$ cat src/rtl/instr_fetch_unit_if.sv
// Fetch-unit bus bundle: instruction-memory req/ack port and decode valid/ready port.
// master = fetch unit, slave = memory + decode side.
interface instr_fetch_unit_if;
    logic        o_imem_req;
    logic [31:0] o_imem_addr;
    logic        i_imem_ack;
    logic [31:0] i_imem_rdata;
    logic        o_valid;
    logic [31:0] o_instr;
    logic [31:0] o_pc;
    logic        i_ready;

    modport master (
        output o_imem_req, o_imem_addr,
        input  i_imem_ack, i_imem_rdata,
        output o_valid, o_instr, o_pc,
        input  i_ready
    );

    modport slave (
        input  o_imem_req, o_imem_addr,
        output i_imem_ack, i_imem_rdata,
        input  o_valid, o_instr, o_pc,
        output i_ready
    );
endinterface

$ cat src/rtl/instr_fetch_unit.sv
// Instruction fetch: PC, imem req/ack, small instr/pc FIFO toward decode, redirect flush.
// Optional FETCH_MISALIGN_CHECK_EN: flag misaligned redirect targets and stall fetch.
module instr_fetch_unit #(
    parameter logic [31:0] RESET_PC = 32'h0000_0000,
    parameter int          DEPTH    = 2
) (
    input  logic                  i_clk,
    input  logic                  i_rst,
    instr_fetch_unit_if.master    bus,
    input  logic                  i_redirect,
    input  logic [31:0]           i_redirect_pc,
    output logic                  o_misaligned
);
    localparam int AW = $clog2(DEPTH);
    localparam logic [AW+1:0] DEPTH_W = (AW+2)'(DEPTH);
    localparam logic [AW+1:0] ONE_W   = (AW+2)'(1);
    localparam logic [AW:0]   ONE_P   = (AW+1)'(1);

    typedef enum logic [1:0] {FETCH, IDLE, DROP} state_t;

    state_t        state_q, state_d;
    logic [31:0]   pc_q, pc_d;
    logic [31:0]   drop_addr_q, drop_addr_d;
    logic [AW:0]   wptr_q, rptr_q;
    logic [31:0]   instr_q [DEPTH];
    logic [31:0]   ipc_q   [DEPTH];

    logic          req, ack, push, pop, flush, valid;
    logic [AW+1:0] cnt, cnt_pop;
    logic [31:0]   rpc;
    logic          mis_redir, mis_q;

`ifdef FETCH_MISALIGN_CHECK_EN
    assign rpc       = i_redirect_pc;
    assign mis_redir = |i_redirect_pc[1:0];

    // Misalignment flag: set/cleared by each redirect, cleared by reset
    always_ff @(posedge i_clk) begin
        if (i_rst)           mis_q <= 1'b0;
        else if (i_redirect) mis_q <= mis_redir;
    end

    assign o_misaligned = mis_q;
`else
    assign rpc          = i_redirect_pc & 32'hFFFF_FFFC;
    assign mis_redir    = 1'b0;
    assign mis_q        = 1'b0;
    assign o_misaligned = 1'b0;
`endif

    assign cnt     = {1'b0, wptr_q - rptr_q};
    assign valid   = (cnt != '0);
    assign pop     = valid && bus.i_ready && !i_redirect;
    assign cnt_pop = cnt - {{(AW+1){1'b0}}, pop};

    // Next state: request/ack handling, redirect flush, drop of abandoned response
    always_comb begin
        state_d     = state_q;
        pc_d        = pc_q;
        drop_addr_d = drop_addr_q;
        push        = 1'b0;
        flush       = 1'b0;
        req         = ((state_q == FETCH) || (state_q == DROP)) && !i_rst;
        ack         = req && bus.i_imem_ack;
        unique case (state_q)
            FETCH: begin
                if (i_redirect) begin
                    flush = 1'b1;
                    pc_d  = rpc;
                    if (ack) begin
                        state_d = mis_redir ? IDLE : FETCH;
                    end else begin
                        state_d     = DROP;
                        drop_addr_d = pc_q;
                    end
                end else if (ack) begin
                    push    = 1'b1;
                    pc_d    = pc_q + 32'd4;
                    state_d = (cnt_pop + ONE_W < DEPTH_W) ? FETCH : IDLE;
                end
            end
            IDLE: begin
                if (i_redirect) begin
                    flush   = 1'b1;
                    pc_d    = rpc;
                    state_d = mis_redir ? IDLE : FETCH;
                end else if (!mis_q && (cnt_pop < DEPTH_W)) begin
                    state_d = FETCH;
                end
            end
            DROP: begin
                if (i_redirect) begin
                    flush = 1'b1;
                    pc_d  = rpc;
                end
                if (ack) begin
                    state_d = (i_redirect ? mis_redir : mis_q) ? IDLE : FETCH;
                end
            end
            default: state_d = FETCH;
        endcase
    end

    // State, PC and FIFO pointer registers
    always_ff @(posedge i_clk) begin
        if (i_rst) begin
            state_q     <= FETCH;
            pc_q        <= RESET_PC;
            drop_addr_q <= RESET_PC;
            wptr_q      <= '0;
            rptr_q      <= '0;
        end else begin
            state_q     <= state_d;
            pc_q        <= pc_d;
            drop_addr_q <= drop_addr_d;
            if (flush) begin
                wptr_q <= '0;
                rptr_q <= '0;
            end else begin
                if (push) wptr_q <= wptr_q + ONE_P;
                if (pop)  rptr_q <= rptr_q + ONE_P;
            end
        end
    end

    // FIFO storage write (data only, no reset needed)
    always_ff @(posedge i_clk) begin
        if (push) begin
            instr_q[wptr_q[AW-1:0]] <= bus.i_imem_rdata;
            ipc_q[wptr_q[AW-1:0]]   <= pc_q;
        end
    end

    assign bus.o_imem_req  = req;
    assign bus.o_imem_addr = (state_q == DROP) ? drop_addr_q : pc_q;
    assign bus.o_valid     = valid;
    assign bus.o_instr     = instr_q[rptr_q[AW-1:0]];
    assign bus.o_pc        = ipc_q[rptr_q[AW-1:0]];
endmodule

$ cat src/flat_wrapper.sv
// flat-port wrapper written by rule: the top's interface ports become plain ports
module instr_fetch_unit_flat 
#(
    parameter logic [31:0] RESET_PC = 32'h0000_0000,
    parameter int          DEPTH    = 2
)
  (i_clk, i_rst, i_redirect, i_redirect_pc, o_misaligned, bus_o_imem_req, bus_o_imem_addr, bus_i_imem_ack, bus_i_imem_rdata, bus_o_valid, bus_o_instr, bus_o_pc, bus_i_ready);
  instr_fetch_unit_if bus_i ();
  input  logic i_clk;
  input  logic i_rst;
  input  logic i_redirect;
  input  logic [31:0] i_redirect_pc;
  output logic o_misaligned;
  output wire logic [$bits(bus_i.o_imem_req)-1:0] bus_o_imem_req;
  output wire logic [$bits(bus_i.o_imem_addr)-1:0] bus_o_imem_addr;
  input wire logic [$bits(bus_i.i_imem_ack)-1:0] bus_i_imem_ack;
  input wire logic [$bits(bus_i.i_imem_rdata)-1:0] bus_i_imem_rdata;
  output wire logic [$bits(bus_i.o_valid)-1:0] bus_o_valid;
  output wire logic [$bits(bus_i.o_instr)-1:0] bus_o_instr;
  output wire logic [$bits(bus_i.o_pc)-1:0] bus_o_pc;
  input wire logic [$bits(bus_i.i_ready)-1:0] bus_i_ready;
  assign bus_o_imem_req = bus_i.o_imem_req;
  assign bus_o_imem_addr = bus_i.o_imem_addr;
  assign bus_i.i_imem_ack = bus_i_imem_ack;
  assign bus_i.i_imem_rdata = bus_i_imem_rdata;
  assign bus_o_valid = bus_i.o_valid;
  assign bus_o_instr = bus_i.o_instr;
  assign bus_o_pc = bus_i.o_pc;
  assign bus_i.i_ready = bus_i_ready;
  instr_fetch_unit #(.RESET_PC(RESET_PC), .DEPTH(DEPTH)) u_core (.i_clk(i_clk), .i_rst(i_rst), .bus(bus_i), .i_redirect(i_redirect), .i_redirect_pc(i_redirect_pc), .o_misaligned(o_misaligned));
endmodule
$ cat config.mk
export PLATFORM = sky130hd
export DESIGN_NAME = instr_fetch_unit_flat
export DESIGN_NICKNAME = d
export VERILOG_FILES = /design/src/rtl/instr_fetch_unit_if.sv /design/src/rtl/instr_fetch_unit.sv /design/src/flat_wrapper.sv
export SDC_FILE = /design/constraint.sdc
export NUM_CORES = 1
export LEC_CHECK = 0
export ABC_CLOCK_PERIOD_IN_PS = 6900
export BUFFER_PORTS_ARGS = -buffer_cell sky130_fd_sc_hd__buf_2
export CORE_UTILIZATION = 40
export DETAILED_ROUTE_END_ITERATION = 8
export PLACE_DENSITY_LB_ADDON = 0.25
export REMOVE_ABC_BUFFERS = 1
export SLEW_MARGIN = 5
export SYNTH_ARGS = -nofsm -noshare
export SYNTH_HDL_FRONTEND = slang
export SYNTH_SLANG_ARGS = --single-unit
$ cat constraint.sdc
create_clock -name i_clk -period 6.9 [get_ports i_clk]
set_clock_uncertainty 0.15 [all_clocks]
set_input_delay 0.69 -clock i_clk [delete_from_list [all_inputs] [get_ports i_clk]]
set_output_delay 0.69 -clock i_clk [all_outputs]
set_load 0.005 [all_outputs]
# Word level (Yosys, flattened, before mapping)
# Memory sizes are Yosys's and may differ from the RTL's. A register that Yosys moved wholly into a read port is not among the register bits.
# Index checks and enable logic that the tools add are counted.
word_totals:
  regBits: 70
  ram_bits: 128
  in_bits: 69
  output_inout_bits: 99
  wordCells: 62
  n_memories: 2
memory_table:
  columns: ["memory", "words", "word_bits", "read_ports", "rd_clocked_by_memory_dff", "wr", "line", "text"]
  rows:
  - ["u_core.instr_q", 2, 32, 1, 1, 1, "instr_fetch_unit.sv:25", "logic [31:0] instr_q [DEPTH];"]
  - ["u_core.ipc_q", 2, 32, 1, 1, 1, "instr_fetch_unit.sv:26", "logic [31:0] ipc_q [DEPTH];"]
op_classes:
  add_sub_neg: 6
  magnitude_cmp: 2
  n_eq_ne: 6
  muxes: 24
  bitwise: 1
  reduce_logical: 16
op_table:
  columns: ["op", "count"]
  rows:
  - ["two-way mux 32 bit", 4]
  - ["case mux 32 bit (2 select lines)", 1]
  - ["adder 32 x 3 -> 32 bit, second input constant", 1]
  - ["two-way mux 1 bit", 12]
  - ["two-way mux 2 bit", 6]
  - ["AND reduction 3 bit", 3]
  - ["< comparator 3 x 2 -> 1 bit, second input constant", 2]
  - ["inequality test 3 x 2 -> 1 bit, second input constant", 2]
  - ["case mux 2 bit (3 select lines)", 1]
  - ["adder 2 x 1 -> 2 bit, second input constant", 2]
  - ["logical AND 1 bit", 4]
  - ["inequality test 2 x 1 -> 1 bit, second input constant", 2]
  - ["OR reduction 2 bit", 2]
  - ["adder 3 x 1 -> 3 bit, second input constant", 1]
  - ["nonzero test 3 bit", 1]
  - ["OR reduction 3 bit", 1]
  - ["subtractor 2 x 1 -> 3 bit", 1]
  - ["equality test 2 x 1 -> 1 bit, second input constant", 1]
  - ["equality test 2 bit, second input constant", 1]
  - ["zero test 1 bit", 2]
  - ["zero test 2 bit", 1]
  - ["nonzero test 2 bit", 1]
  - ["subtractor 2 bit", 1]
  - ["logical OR 1 bit", 1]
  - ["inverter 1 bit", 1]

# Logic depth before layout (Yosys ltp)
logic_depth:
  ltp_word: 11
  ltp_mapped: 12
  ltp_nobuf: 12

# Least setup slack after synthesis
# OpenSTA, ideal clock, no wires.
synth_path:
  path_type: "input to register"
  start: "input i_redirect"
  end: "memory u_core.instr_q[1][0] (enable)"
  setup_time_ns: 0.563
  arrival_time_ns: 5.322
  required_time_ns: 6.187
  path_slack_ns: 0.865
  stages: 4
  path_buffers: 1
  path_cell_list: "buf_2 > inv_1 > nand2_1 > nor3_1"
synth_via:
  elab_chain_cells: 4
synth_lines:
  columns: ["element", "line", "text"]
  rows:
  - ["start, declared", "flat_wrapper.sv:11", "input logic i_redirect;"]
  - ["two-way mux 1 bit", "instr_fetch_unit.sv:67", "if (i_redirect) begin"]
  - ["two-way mux 1 bit", "instr_fetch_unit.sv:65", "unique case (state_q)"]
  - ["two-way mux 1 bit", "instr_fetch_unit.sv:128", "if (push) begin"]
  - ["two-way mux 1 bit (not written as such)", "instr_fetch_unit.sv:129", "instr_q[wptr_q[AW-1:0]] <= bus.i_imem_rdata;"]
  - ["end, declared", "instr_fetch_unit.sv:25", null]
# No other way between the ends.

# Worst setup path after layout
layout_path:
  start: "register u_core.state_q[0]"
  end: "output bus_o_imem_addr[13]"
layout_via:
  elab_chain_cells: 2
layout_lines:
  columns: ["element", "line", "text"]
  rows:
  - ["start, declared", "instr_fetch_unit.sv:21", "state_t state_q, state_d;"]
  - ["start signal, assigned", "instr_fetch_unit.sv:113", "state_q <= state_d;"]
  - ["equality test 2 bit", "instr_fetch_unit.sv:135", "assign bus.o_imem_addr = (state_q == DROP) ? drop_addr_q : pc_q;"]
  - ["two-way mux 32 bit", "instr_fetch_unit.sv:135", null]
  - ["end, declared", "flat_wrapper.sv:15", "output wire logic [$bits(bus_i.o_imem_addr)-1:0] bus_o_imem_addr;"]
# No other way between the ends.

==> flow_summary.toml <==
[outcome]
run_status = "finished clean"

[synthesis]
synthesis.area_um2 = 8270
yosys.cell_count.top_type = "edfxtp_1"
postSynthAreaPerCell_um2 = 12.0
synth_sequential_area_ratio_pct = 61.2
synth.distinct_cells = 57
post-synth-top-area-fraction_pct = 45.0
yosysTopAreaCell = "edfxtp_1"
synth_ff_type = "edfxtp_1"
postSynth.asyncResetShare_pct = 0
post_synth_most_frequent_cells = "edfxtp_1 (124), nand2_1 (93), mux2_2 (92)"
synthCells = 689
synth_edf_count = 124
ys_seq_elements = 191
synth_warnings = 0
synth_area_leaders = "edfxtp_1 (45%), dfxtp_1 (16%), mux2_2 (13%)"

[floorplanning]
std_cell_rows = 52
die-width_um = 146
area_of_the_core_um2 = 20200
ioPinCount = 168
initial_utilization_pct = 40.9
die_h_um = 146
fp.dieArea_um2 = 21300

[global_route]
grt_max_degree = 69
gr-total-overflow = 0
grtUsageTotal_pct = 17.8
antenna_found_initial = 0
first_global_vias = 5532
grt_first_pass_wirelength_mm = 29.6

[drt]
drt-total-wl_mm = 18.5
vias_per_cell = 5.16
drt_first_iter_violations = 291
via_count = 5755
avgRoutedWirePerCell_um = 16.6
drt_drc_violations_left = 0
first_pass_iters = 4
drtAntennaViolNets = 0

[timing]
final_count_of_hold_timing_violations = 0
tightestPinTransition_ns = 1.12
layout_worst_path_cycle_share_pct = 48.4
final.setup.tns_ns = 0
fin_crit_ns = 3.34
slew_violations = 0
relSlewSlack_pct = 25.4
fin_worst_hold_slack_ns = 0.297
maxClockFrequency_ghz = 0.299
timing.final.setup_violations = 0
rsz0062_at_grt = "false"

[pwr]
power.density_cell_area_nw_per_um2 = 252
peakVddDrop_mv = 0.186
p_leak_nw = 3.67

[clock_tree]
clkSlewWorstSetupHoldPaths_ns = 0.07
clockRootBuffer = "clkbuf_16"
cts_repair_resize_count = 0
clock_tree.buffer_depth = 2
clkSinkCount = 191
tritoncts.num_buffers = 17
clock_tree.htree_level_count = 4
post-cts-setup-buffers = 0
tritoncts = "built"
postCtsHoldBufs = 0
clock_latency_ns = 0.43

[worst_setup_path]
cp.arrival_ns = 2.50
critPathMaxFanout = 19
worst-endpoint-required_ns = 6.06
critical_path.reg2reg.startpoint = "u_core.state_q[0]"
timing.setup.critical_path_class = "register to primary output"
worstSetupEndpointType = "primary output"
reg2reg_slack_ns = 3.95
r2r_end = "u_core.pc_q[31]"
reg2regPathDepth = 7
critical_path.startpoint_type = "register"

[cells_and_area]
post_route_cells_drive_above_1_share_pct = 36.1
antenna-diode-count = 0
fillCellCount = 1892
layout.core_utilization_pct = 48.9
final_net_count = 910
fin_cells = 1115
syn2layout_area_growth_pct = 19.6

[flow_run]
drv.max_cap_violation_count = 0

[placement]
dpl.cell_count = 1083
dpl.hpwl_mm = 12.1
numPortBuffers = 160
finalWeightedCongestion = 0.767

[hold_path]
min_from = "bus_i_imem_rdata[24]"
hold_end = "u_core.instr_q[0][24]"
holdCritPathClass = "input pin to register"
hold_path_depth = 1
cells in the final DEF (no fill, tap or decap), drive strengths merged, types with 5 or more instances in the layout:
cell type  netlist  routed
dfxtp           67      67
nand2           93      93
or3              8       8
conb             1       5
ha               9       9
edfxtp         124     124
nor4             7       7
a31oi            5       5
and3             7       7
nor2            39      39
buf             16     172
nand3           15      15
nor3            10      10
o31ai            5       5
o21ai           16      16
mux2            92      92
clkbuf          36      20
nand4           15      15
a211oi           7       7
clkinvlp         0       5
inv             11      13
a21oi           52      52
how the worst max path moves through the flow:
stage	startpoint	to	cells after the start	slack [ns]
floorplan	i_rst	u_core.instr_q[1][0]	2	0.87
global placement	i_rst	u_core.pc_q[31]	7	3.25
detailed placement	i_rst	u_core.pc_q[31]	7	3.26
CTS	u_core.state_q[0]	bus_o_imem_addr[26]	5	3.48
global route	u_core.state_q[0]	bus_o_imem_addr[10]	5	3.41
finish	u_core.state_q[0]	bus_o_imem_addr[13]	5	3.56
metal layers:
layer / vias to the layer above / wire length [µm] / track usage [%]
met5: - / 0 / 0
met4: 0 / 174 / 4.47
met3: 16 / 1030 / 3.89
met2: 181 / 8760 / 29.1
met1: 2745 / 8540 / 24.0
li1: 2813 / - / -
worst max-delay path, stage by stage, from the launching register on:
cell and delay [ns]:
dfxtp_1 0.34, inv_1 0.09, ha_1 0.69, buf_4 0.42
mux2_2 0.38, buf_2 0.13
cell type report:
cell class                 instances  area, µm²  area share, %
sequential                       191       5070           51.2
clock inverter                    12        135           1.37
inverter                          11       41.3          0.418
timing repair buffer             172        891           9.01
tap                              270        338           3.42
clock buffer                      20        437           4.42
multi-input combinational        439       2980           30.1
state kept, by name, summed over array words and instances (netlist names), named ones only:
name,cells
u_core.state_q,2
u_core.instr_q,64
u_core.wptr_q,2
u_core.rptr_q,2
u_core.drop_addr_q,30
u_core.pc_q,30
u_core.ipc_q,60
kinds of logic after synthesis:
kind of cell             count (synthesis)  synth area share, %
AO/OA/AOI/OAI                          116                 8.79
other                                    1               0.0453
adder cells (fa/ha/maj)                  9                 1.36
multiplexers                            93                 12.6
AND/OR/NAND/NOR                        211                 12.0
flip-flops                             191                 61.2
buffers and inverters                   63                 3.22
XOR/XNOR                                 5                0.696
report_power, final:
| group | internal, W | switching [W] |
|---|---|---|
| registers | 0.00126 | 0.0000418 |
| logic | 0.000102 | 0.000129 |
| clock network | 0.000536 | 0.000422 |
per-stage QoR:
step | power [W] | worst slack (ns) | cell area, µm²
final | 0.00249 | 3.56 | 9890
after global placement | 0.00156 | 3.25 | 9320
after CTS | 0.00252 | 3.48 | 9890
after floorplan | 0.00145 | 0.867 | 8060
after detailed placement | 0.00156 | 3.26 | 9320
after global routing | 0.00259 | 3.41 | 9890
(Power assumes the default switching activity.)
